$ cat config.mk
export PLATFORM = sky130hd
export DESIGN_NAME = dn_port_arbiter
export DESIGN_NICKNAME = d
export VERILOG_FILES = /design/src/rtl/dn_port_arbiter.sv
export SDC_FILE = /design/constraint.sdc
export NUM_CORES = 1
export LEC_CHECK = 0
export ABC_CLOCK_PERIOD_IN_PS = 6060
export BUFFER_PORTS_ARGS = -buffer_cell sky130_fd_sc_hd__buf_2
export CELL_PAD_IN_SITES_DETAIL_PLACEMENT = 1
export CELL_PAD_IN_SITES_GLOBAL_PLACEMENT = 2
export CORE_MARGIN = 3
export CORE_UTILIZATION = 26
export DETAILED_ROUTE_END_ITERATION = 16
export GPL_ROUTABILITY_DRIVEN = 0
export PLACE_DENSITY_LB_ADDON = 0.1
export SLEW_MARGIN = 30
export SYNTH_ARGS = -nofsm -noshare
export SYNTH_HDL_FRONTEND = slang
export SYNTH_SLANG_ARGS = --single-unit
$ cat constraint.sdc
create_clock -name clk_sys -period 6.06 [get_ports clk_sys]
set_input_delay 0.909 -clock clk_sys [delete_from_list [all_inputs] [get_ports clk_sys]]
set_output_delay 0.909 -clock clk_sys [all_outputs]
set_load 0.005 [all_outputs]
$ cat src/rtl/dn_port_arbiter.sv
// Arbitrates the williams2 download write port between the HPS ROM stream and
// the high-score restore engine, and sequences game_reset around downloads.
// Optional download byte counter: define DN_ARB_BYTECOUNT_EN.
module dn_port_arbiter #(
    parameter int unsigned AW          = 19,
    parameter int unsigned HOLD_CYCLES = 16
) (
    input  logic          clk_sys,
    input  logic          reset,
    input  logic          dl_active,
    input  logic          dl_wr,
    input  logic [AW-1:0] dl_addr,
    input  logic [7:0]    dl_data,
    input  logic          hs_req,
    input  logic          hs_wr,
    input  logic [AW-1:0] hs_addr,
    input  logic [7:0]    hs_data,
    output logic          hs_gnt,
    output logic          hs_abort,
    output logic          dn_wr,
    output logic [AW-1:0] dn_addr,
    output logic [7:0]    dn_data,
    output logic          game_reset,
    output logic          dl_done,
    output logic [19:0]   dl_bytes
);

    typedef enum logic [1:0] {
        S_IDLE = 2'd0,
        S_DL   = 2'd1,
        S_HOLD = 2'd2,
        S_HS   = 2'd3
    } state_t;

    localparam logic [7:0] HOLD_INIT = 8'(HOLD_CYCLES - 1);

    state_t        r_state;
    state_t        w_next;
    logic [7:0]    r_cnt;
    logic [7:0]    w_cnt_next;
    logic          w_dl_pass;
    logic          w_hs_pass;

    logic          r_hs_gnt;
    logic          r_hs_abort;
    logic          r_dn_wr;
    logic [AW-1:0] r_dn_addr;
    logic [7:0]    r_dn_data;
    logic          r_game_reset;
    logic          r_dl_done;

    always_comb begin
        w_next     = r_state;
        w_cnt_next = r_cnt;
        unique case (r_state)
            S_IDLE: begin
                if (dl_active)   w_next = S_DL;
                else if (hs_req) w_next = S_HS;
            end
            S_DL: begin
                if (!dl_active) begin
                    w_next     = S_HOLD;
                    w_cnt_next = HOLD_INIT;
                end
            end
            S_HOLD: begin
                if (dl_active)       w_next = S_DL;
                else if (r_cnt == '0) w_next = S_IDLE;
                else                  w_cnt_next = r_cnt - 8'd1;
            end
            S_HS: begin
                if (dl_active)   w_next = S_DL;
                else if (!hs_req) w_next = S_IDLE;
            end
            default: w_next = S_IDLE;
        endcase
    end

    // A high-score strobe colliding with a download request is discarded.
    assign w_dl_pass = (r_state == S_DL) && dl_wr;
    assign w_hs_pass = (r_state == S_HS) && !dl_active && hs_wr;

    always_ff @(posedge clk_sys) begin
        if (reset) begin
            r_state      <= S_IDLE;
            r_cnt        <= '0;
            r_hs_gnt     <= 1'b0;
            r_hs_abort   <= 1'b0;
            r_dn_wr      <= 1'b0;
            r_dn_addr    <= '0;
            r_dn_data    <= '0;
            r_game_reset <= 1'b1;
            r_dl_done    <= 1'b0;
        end else begin
            r_state      <= w_next;
            r_cnt        <= w_cnt_next;
            r_dn_wr      <= w_dl_pass || w_hs_pass;
            if (w_dl_pass) begin
                r_dn_addr <= dl_addr;
                r_dn_data <= dl_data;
            end else if (w_hs_pass) begin
                r_dn_addr <= hs_addr;
                r_dn_data <= hs_data;
            end
            r_hs_gnt     <= (w_next == S_HS);
            r_hs_abort   <= (r_state == S_HS) && dl_active;
            r_game_reset <= (w_next == S_DL) || (w_next == S_HOLD);
            // Registered one cycle early so the pulse lines up with the last HOLD cycle.
            r_dl_done    <= (w_next == S_HOLD) && (w_cnt_next == '0);
        end
    end

`ifdef DN_ARB_BYTECOUNT_EN
    logic [19:0] r_bytes;

    always_ff @(posedge clk_sys) begin
        if (reset) begin
            r_bytes <= '0;
        end else if ((r_state == S_IDLE || r_state == S_HS) && w_next == S_DL) begin
            r_bytes <= '0;
        end else if (w_dl_pass && r_bytes != '1) begin
            r_bytes <= r_bytes + 20'd1;
        end
    end

    assign dl_bytes = r_bytes;
`else
    assign dl_bytes = '0;
`endif

    assign hs_gnt     = r_hs_gnt;
    assign hs_abort   = r_hs_abort;
    assign dn_wr      = r_dn_wr;
    assign dn_addr    = r_dn_addr;
    assign dn_data    = r_dn_data;
    assign game_reset = r_game_reset;
    assign dl_done    = r_dl_done;

endmodule

# == Word level (Yosys, flattened, before mapping) ==
# Index checks and enable logic that the tools add are counted.
# Widths: inputs -> output; s select.
# word_totals
register_bits,42
in_bits,60
output_inout_bits,52
elab_cells,44
# classes
n_addsub,1
eq_ne,6
muxes,16
n_reduce_logical,12
# op_table
cell,n
$mux 8,5
$mux 19,2
$logic_not 8->1,2
$pmux 8 s2,1
$mux 2,7
$eq 2x2->1 const B,4
$pmux 2 s4,1
$sub 8x1->8 const B,1
$logic_and 1x1->1,5
$eq 2x1->1 const B,2
$logic_not 2->1,1
$logic_or 1x1->1,2
$reduce_bool 2->1,1
$logic_not 1->1,1

# == Logic depth before layout (Yosys ltp) ==
# Gate-level depths: netlist (run 1).
# logic_depth
word_depth,6
ltp_mapped,11
ltp_nobuf,11

# == Worst setup path after synthesis (run 1) ==
# Ideal clock, no wire load.
# synth_path
path_type,in2reg
from,input port dl_active
to,register r_game_reset (netlist: game_reset)
setup_ps,123
arrival_time_ps,2198
t_required_ps,5937
path_slack_ps,3738
cell_stages,7
n_path_buf,0
cell_sequence,nor2b_1 a211o_1 o21ai_0 a21boi_0 o22ai_1 ha_1 or2_2
# synth_via
elab_chain_cells,4
word_cells_on_any_way,8
cone_classes,eq/ne: 2; mux: 5; reduce/logical: 1
# synth_rtl
item,line,rtl
"start, declared",10,"input logic dl_active,"
$mux 2 (on tied branches),--,
$pmux 2 s4 *,55,unique case (r_state)
net w_next[1],38,state_t w_next;
$eq 2x1->1 or $eq 2x2->1 (tied branches),107,r_game_reset <= (w_next == S_DL) || (w_next == S_HOLD);
$logic_or 1x1->1 *,107,
"end signal, assigned",107,
"end, declared",49,logic r_game_reset;
# The timed path passes the listed nets; every way through them passes the cells marked *.
# A chain may end at the register's enable or synchronous reset.

# == Worst setup path after layout (run 1) ==
# layout_path
from,register r_cnt[0]
to,register r_dl_done (netlist: dl_done)
# layout_via
elab_chain_cells,6
word_cells_on_any_way,12
cone_classes,add/sub: 1; eq/ne: 1; mux: 7; reduce/logical: 3
# layout_rtl
item,line,rtl
"start, declared",39,logic [7:0] r_cnt;
"start signal, assigned",96,r_cnt <= w_cnt_next;
$sub 8x1->8 or $logic_not 8->1 (tied branches),"69, 68",
$mux 8 or $mux 2 (tied branches),68,else if (r_cnt == '0) w_next = S_IDLE;
$mux 8 or $mux 2 (tied branches),67,if (dl_active) w_next = S_DL;
$pmux 8 s2 or $pmux 2 s4 (tied branches),55,
$logic_not 8->1 or $eq 2x2->1 (tied branches),109,r_dl_done <= (w_next == S_HOLD) && (w_cnt_next == '0);
$logic_and 1x1->1 *,109,
"end signal, assigned",109,
"end, declared",50,logic r_dl_done;
# Mark *: on every way between the ends. The rest lies on a longest branch, timed or not.

==> results by stage, run 1 <==
Clock network:
- The TritonCTS sink count is 42.
- The source-to-sink clock delay at the later pin of the worst-skew pair is just under 0.3 ns.
- After clock tree synthesis, the clock-pin slew on the worst setup and hold paths is around 0.080 ns.
- The root cell of the clock tree is sky130_fd_sc_hd__clkbuf_8.
- The clock passes through at most 2 buffers.
- TritonCTS built the clock tree.
- Buffers inserted to repair hold after CTS numbered 0.
- The number of buffers inserted by post-CTS setup repair is 0.
- The depth of the CTS H-tree is 2.
- After clock tree synthesis, the repair step resized 0 gates.
- Clock tree synthesis inserted a total of 5 buffers.

STA:
- The worst path needs 2.69 ns of the cycle, external delays included.
- Setup slack on the critical path of the routed design comes to 3.37 ns.
- Setup repair after global routing left no endpoint under its margin.
- The number of setup violations in the final report is 0.
- The worst max-slew margin expressed relative to the limit is roughly 45%.
- The tightest hold path in the finished design has a slack of 0.500 ns.
- The count of pins over their slew limit was 0.
- For the pin with the worst max-slew slack, the measured transition is between 0.8 and 0.9 ns.
- The maximum clock skew at final layout is approximately 0.0066 ns.
- For the final routed database, the setup TNS stands at 0 ns.
- The fmax is ~370 MHz.
- The worst path uses between 40 and 50% of the clock period.
- The number of failing hold endpoints at the final stage is 0.

Synthesis:
- The largest family of logic cells by synthesized area is simple AND/OR/NAND/NOR gates.
- The per-instance average area after synthesis is just under 8 um^2.
- During synthesis, Yosys emitted a total of 0 warnings.
- The fraction of the mapped netlist area in simple logic gates is between 20% and 30%.
- The compound-cell area share of the yosys netlist is 20.3%.
- The adder-cell area share of the yosys netlist is ~4.2%.
- After Yosys synthesis, XOR and XNOR cells account for 0% of the synthesized area.
- The sequential share of the synthesized area is roughly 36%.
- The most used flip-flop cell after synthesis is sky130_fd_sc_hd__dfxtp_1.
- The number of enable-type register cells in the synthesized netlist is 0.
- The cell area after synthesis is 2370 um^2.
- In this run, synthesis produced a sequential element count of 42.
- The distinct cell type count after synthesis is 42.
- Of all flip-flops after synthesis, the portion carrying an async set or reset was 0%.
- The synthesized instance count is slightly above 300.
- Measured against the total synthesized area, the mux share comes to 0.423%.

Flow run:
- Across the run, the number of max-cap violations was 0.

Detailed routing:
- The wire length after detailed routing is just under 8000 um.
- The detail route stage leaves a number of antenna-violating nets equal to 0.
- The number of violations reported at the end of detailed-routing iteration 0 is about 140.
- The residual DRC count is 0.
- The iteration count of the initial detailed-routing pass is 4.
- After detailed routing, the average wire length per cell comes to around 16 um.
- Using the TritonRoute via totals, the vias-per-cell ratio works out to 4.89.
- For this block, the via count after detailed routing is 2,402.

Pwr:
- Internal power comes to roughly 640 uW.
- The static power due to leakage is ~1.3 nW.
- The switching power total is roughly 350 uW.
- Registers are responsible for a little over a third of the overall power.
- The total design power is approximately 990 uW.
- The share of total power dissipated in combinational logic is between 30% and 40%.
- The total power density per cell area is between 300 and 400 nW/um^2.
- The switching power as a share of total power is a little over a third.
- The clock power share is roughly 28%.
- Across the VDD grid, the largest voltage drop is approximately 0.1 mV.

Placement:
- The count of buffers inserted at the top-level ports is between 90 and 100.
- The post-detailed-placement half-perimeter wirelength is ~5500 um.
- At the placement stage, the worst setup path has a slack of about 3.2 ns.

Worst setup path:
- In this run the worst path has a maximum fanout of 5.
- The data arrival time at the worst-slack endpoint is about 2.9 ns.
- The kind of cell with the highest combined delay along the critical path is simple AND/OR/NAND/NOR gates.
- The worst setup path is captured at a flop.
- Walking the worst path, the cells encountered are inv_1 -> ha_1 -> nor3b_1 -> nand2_1 -> a21oi_1 -> nor2_1 -> nor2_1 -> ha_1 -> and2b_1 -> nand4_1 -> nor4_2.
- The required time reported for the critical path endpoint is 6.26 ns.
- The kind of launch point of the worst setup path is a flop.
- The worst setup path is of the flop to flop kind.
- The setup slack of the most critical reg-to-reg path is between 3 and 4 ns.
- The launch point of the worst reg-to-reg path is r_cnt[0].
- The count of cells along the worst register-to-register path is 11.
- The number of buffers and inverters on the critical path is 1.
- The worst register-to-register path ends at dl_done.
- The cell type of the slowest stage on the worst timing path is sky130_fd_sc_hd__nor3b_1.
- The longest individual stage delay on the worst path is 0.53 ns.

Worst hold path:
- The worst hold path was traced through 2 stages.
- The startpoint identified for the worst hold timing path is dn_addr[2].
- The worst hold path terminates at dn_addr[2].
- The path type of the worst min-delay path is flop to flop.

Finish:
- The number of antenna diodes in the final layout is 0.
- The end-of-flow core utilization is 33.6%.
- From synthesis to final layout, the design area changed by 24.5%.
- The most frequent standard cell in the layout excluding fill and tap cells is sky130_fd_sc_hd__buf_2.
- The net count reported at finish is 450.
- In the layout the commonest cells are 91 x sky130_fd_sc_hd__buf_2, 42 x sky130_fd_sc_hd__dfxtp_1, 41 x sky130_fd_sc_hd__nor2_1.
- The post-route netlist has 29.5% of its cells at a drive strength greater than 1.

GRT:
- The first global-routing pass estimated about 12,000 um of wire.
- The number of antenna violations at the first check in global routing was 0.
- Summed over all layers, the global routing overflow is 0.
- The via count of the first global-routing pass is 2,458.
- Entering global routing, the biggest net connects 43 pins.
- The global router's overall resource usage is ~15%.

Die:
- The number of top-level design ports is between 100 and 150.
- The number of placement rows is 34.
- The floorplan step defined a core boundary enclosing just under 9000 um^2.
- For this configuration, the core starts out at a cell density of a little over a quarter.
- The die span in y is a little over 100 um.
- The die area is ~10,000 um^2.
- The horizontal die dimension is slightly above 100 um.

Status:
- The run finished with clean final reports.
worst reg2reg max path, delay by kind of cell (launching register included):
| family | cells | cell delay (ns) |
|---|---|---|
| and+or+nand+nor | 7 | 1.56 |
| adders and majority gates | 2 | 0.38 |
| DFF | 1 | 0.35 |
| AOI/OAI and AO/OA | 1 | 0.20 |
| buffers and inverters | 1 | 0.10 |
cell usage after synthesis (all sizes together) (4+ instances only):
| library cell | number | share of area [%] |
|---|---|---|
| buf | 25 | 7.6 |
| o22ai | 4 | 1.1 |
| nor2 | 41 | 6.5 |
| nand2 | 39 | 6.2 |
| nor2b | 6 | 1.6 |
| o21ai | 9 | 1.9 |
| nand3 | 28 | 5.9 |
| dfxtp | 42 | 36 |
| a21oi | 8 | 1.7 |
| ha | 8 | 4.2 |
| nor4 | 5 | 1.8 |
| clkbuf | 18 | 2.9 |
| a311oi | 27 | 10 |
| inv | 11 | 1.7 |
| a31oi | 4 | 1.1 |
sequential cells by signal, summed over array words and instances, names as in the netlist:
| register | count |
|---|---|
| game_reset | 1 |
| dl_done | 1 |
| dn_data | 8 |
| dn_wr | 1 |
| r_cnt | 8 |
| hs_abort | 1 |
| r_state | 2 |
| dn_addr | 19 |
| hs_gnt | 1 |
per-layer routing:
metal  up-vias  wire length (um)  track usage [%]
li1       1189                 -                -
met1      1115              3600             20.3
met2        92              3550             24.0
met3         6               528             3.99
met4         0               104             3.99
met5         -                 0                0
kinds of logic (layout without fill, tap and decap cells):
family / after synthesis / after routing
DFF: 42 / 42
adders and majority gates: 8 / 8
and+or+nand+nor: 135 / 135
other: 1 / 20
buffers and inverters: 54 / 113
AOI/OAI and AO/OA: 64 / 64
muxes: 1 / 1
how the worst max path moves through the flow:
stage | slack [ns] | startpoint | to | cells after the start
after floorplan | 3.74 | dl_active | game_reset | 7
after CTS | 3.32 | r_cnt[0] | dl_done | 11
final | 3.37 | r_cnt[0] | dl_done | 11
after global placement | 3.14 | dl_active | dl_done | 10
after global routing | 3.02 | r_cnt[0] | dl_done | 11
after detailed placement | 3.15 | dl_active | dl_done | 10
power by group through the flow:
stage / sequential, mW / clock, mW / combinational (mW)
after CTS: 0.346 / 0.289 / 0.364
final: 0.346 / 0.280 / 0.359
after global routing: 0.353 / 0.301 / 0.411
after global placement: 0.352 / 0 / 0.359
after detailed placement: 0.352 / 0 / 0.362
after floorplan: 0.349 / 0 / 0.256
cell type report:
cell class	count	area, um^2
fill	1128	5820
clock inverter	2	60.1
clock buffer	6	82.6
tap	108	135
timing repair buffer	94	478
sequential	42	841
inverter	11	41.3
multi-input combinational	228	1310
stage by stage:
step / instance area [um^2] / instances
floorplan: 2440 / 324
global placement: 2800 / 483
detailed placement: 2800 / 483
CTS: 2950 / 491
global route: 2950 / 491
finish: 2950 / 491
No activity file was read; power rests on OpenSTA's default activity.
==> inputs of run 2 (changes only) <==
- ABC_CLOCK_PERIOD_IN_PS: 6060 -> 2470
- CORE_UTILIZATION: 26 -> 22
- clock period: 6.06 -> 2.47 ns (I/O delays scaled with it)
==> results by stage, run 2 (same netlist as run 1, synthesis figures left out) <==
Finish:
- Compared with the post-synthesis result, the final layout area differs by 28.6%.
- The fraction of layout instances using a drive strength above 1 came to 32.6% (+3.1 points).
- The top cell types in the final layout, fill and taps aside, are 91 x sky130_fd_sc_hd__buf_2, 41 x sky130_fd_sc_hd__nor2_1, 40 x sky130_fd_sc_hd__dfxtp_1.
- The most frequent standard cell in the layout excluding fill and tap cells is sky130_fd_sc_hd__buf_2.
- The end-of-flow core utilization is 29.2% (-4.4 points).
- The total non-filler cell area in the finished layout is 3040 um^2 (+3.3%).
- The final-layout fill cell count came to 1,322 (+17%).
- The number of flip-flops under the largest register name is 19 (unchanged).
- The net count reported at finish is 460 (+2.2%).
- The antenna cell count is 0 (unchanged).
- The number of non-filler instances in the completed layout is 529 (+7.7%).

Detailed routing:
- The vias per cell is 4.53 (-7.4%).
- The residual DRC count came to 0 (unchanged).
- The wire length after detailed routing is 8190 um (+5.2%).
- The routed length per instance came to 15.5 um (-2.3%).
- The iteration count of the initial detailed-routing pass is 4 (unchanged).
- The number of violations reported at the end of detailed-routing iteration 0 came to 73 (-47%).
- The total via count after detailed routing is 2,397 (-0.21%).
- The number of nets with antenna violations after detailed routing is 0 (unchanged).

STA:
- The post-route worst hold slack is 0.321 ns (-0.179 ns).
- The count of pins over their slew limit is 0 (unchanged).
- Setup repair after global routing could not meet its margin everywhere.
- The fmax is 441 MHz (+19%).
- The number of failing hold endpoints at the final stage was 0 (unchanged).
- The maximum clock skew at final layout was 0.00513 ns (-0.00150 ns).
- The slew at the pin with the worst max-slew slack was 0.512 ns (-0.314 ns).
- The final critical-path share of the clock period is 91.8% (+47 points).
- The number of setup violations in the final report is 0 (unchanged).
- The worst max-slew margin expressed relative to the limit is 65.8% (+21 points).
- The clock period minus worst slack came to 2.27 ns (-0.423 ns).

Worst setup path:
- The reg-to-reg critical path endpoint is game_reset.
- The longest individual stage delay on the worst path is 0.51 ns (-0.02 ns).
- The required time reported for the critical path endpoint is 2.67 ns (-3.59 ns).
- The buffering stage count on the worst path with inverters included is 0 (-1).
- The count of cells along the worst register-to-register path is 7 (-4).
- The signal on the critical path passes through nor4_2 -> a21oi_2 -> o21ai_0 -> a21boi_0 -> o22ai_1 -> ha_1 -> or2_2.
- On the critical path, the stage with the largest delay is an instance of sky130_fd_sc_hd__nor4_2.
- The critical path class is flop to flop.
- The largest fanout on the critical path came to 8 (+3).
- The data arrival time at the worst-slack endpoint came to 2.47 ns (-0.42 ns).
- The kind of cell with the highest combined delay along the critical path is simple AND/OR/NAND/NOR gates.
- The kind of launch point of the worst setup path is a flop.
- The worst register-to-register path begins at r_cnt[2].
- STA classifies the critical path endpoint as a flop.
- The setup slack of the most critical reg-to-reg path is 0.20 ns (-3.17 ns).

GRT:
- The global router's overall resource usage is 13.4% (-1.7 points).
- The number of antenna violations at the first check in global routing is 0 (unchanged).
- The largest net degree at the start of global routing is 51 (+19%).
- The first-pass GRT wire length is 12,500 um (+0.44%).
- The via count of the first global-routing pass is 2,417 (-1.7%).
- The total grt overflow is 0 (unchanged).

Pwr:
- The worst vdd rail ir drop is 0.236 mV (+140%).
- The total power density per cell area was 762 nW/um^2 (+130%).
- The static power due to leakage is 1.37 nW (+2.6%).

Die:
- The die area is 12,000 um^2 (+17%).
- The horizontal die dimension is 110 um (+8.2%).
- The effective utilization at floorplan is 22.7% (-4.3 points).
- The number of top-level design ports is 112 (unchanged).
- The number of placement rows is 37 (+8.8%).
- The standard cell core area is 10,400 um^2 (+19%).
- The die span in y was 110 um (+8.2%).

Worst hold path:
- The worst hold path terminates at dn_data[7].
- The cell count of the worst hold path is 3 (+1).
- The worst hold path belongs to the class input port to flop.
- The hold path startpoint is hs_data[7].

Clock network:
- The total of hold buffers inserted after clock tree synthesis is 0 (unchanged).
- The number of buffers created by CTS is 5 (unchanged).
- The clock transition at the register clock pins on the worst setup and hold paths after CTS is 0.09 ns (about the same).
- The largest buffer count on any clock path is 2 (unchanged).
- The root cell of the clock tree is sky130_fd_sc_hd__clkbuf_8.
- The depth of the CTS H-tree is 2 (unchanged).
- The TritonCTS sink count came to 42 (unchanged).
- The CTS tree is done.
- The number of buffers inserted by post-CTS setup repair is 0 (unchanged).
- The count of cells resized by post-cts repair came to 0 (unchanged).
- The source-to-sink clock delay at the later pin of the worst-skew pair is 0.30 ns (about the same).

Placement:
- The area of placed instances is 2930 um^2 (+4.5%).
- The post-detailed-placement half-perimeter wirelength was 6020 um (+10%).
- The instance count after placement with tap cells included was 521 (+7.9%).
- The count of buffers inserted at the top-level ports was 91 (unchanged).

Status:
- The flow ran to the end, and the final reports show no timing, DRC or antenna violations.

Flow run:
- The count of max-cap constraint violations is 0 (unchanged).
[run 2: cell types whose count changed in the layout (fill, tap and decap cells not counted), sizes merged]
| cell | previous run | this run |
|---|---|---|
| buf | 94 | 104 |
| bufinv | 2 | 0 |
| clkbuf | 6 | 7 |
| inv | 11 | 12 |
[run 2: cell type report]
cell class | count | area (um^2) | share of cell area [%]
clock buffers | 7 | 86.3 | 2.84
clock inverters | 1 | 8.76 | 0.288
inverters | 11 | 41.3 | 1.36
multi-input cells | 228 | 1330 | 43.6
flip-flops and latches | 42 | 843 | 27.7
well taps | 136 | 170 | 5.59
repair buffers | 104 | 566 | 18.6
[run 2: worst max-delay path by stage]
stage	slack, ns	endpoint	start	depth (start not counted)
after CTS	0.12	dl_done	r_cnt[0]	11
final	0.20	game_reset	r_cnt[2]	7
after global placement	0.17	game_reset	r_cnt[0]	11
after detailed placement	0.15	game_reset	r_cnt[0]	11
after global routing	-0.01	dl_done	r_state[1]	10
after floorplan	0.26	game_reset	r_cnt[0]	9
[run 2: worst reg2reg max path, cell delays in order, from the launching register on]
cell	delay, ns
sky130_fd_sc_hd__dfxtp_1	0.40
sky130_fd_sc_hd__nor4_2	0.51
sky130_fd_sc_hd__a21oi_2	0.13
sky130_fd_sc_hd__o21ai_0	0.22
sky130_fd_sc_hd__a21boi_0	0.21
sky130_fd_sc_hd__o22ai_1	0.15
sky130_fd_sc_hd__ha_1	0.29
sky130_fd_sc_hd__or2_2	0.27
[run 2: stage by stage]
stage / power (mW) / TNS, ns / setup WS (ns)
2_1_floorplan: 1.48 / 0 / 0.260
4_1_cts: 2.35 / 0 / 0.125
5_1_grt: 2.52 / -0.0106 / -0.0106
6_report: 2.32 / 0 / 0.202
3_5_place_dp: 1.83 / 0 / 0.145
3_3_place_gp: 1.84 / 0 / 0.166
[run 2: power breakdown]
group	switching [mW]	leakage, nW	total, mW	internal [mW]
clock	0.273	0.0489	0.505	0.232
combinational	0.547	0.976	0.970	0.423
sequential	0.0622	0.344	0.844	0.781
[run 2: routing by layer]
| metal | track usage, % | vias up | share of wire (%) |
|---|---|---|---|
| met3 | 3.05 | 10 | 5.2 |
| met4 | 4.72 | 0 | 1.5 |
| met1 | 17.1 | 1104 | 46 |
| li1 | - | 1211 | - |
| met5 | 0 | - | 0 |
| met2 | 22.1 | 72 | 48 |
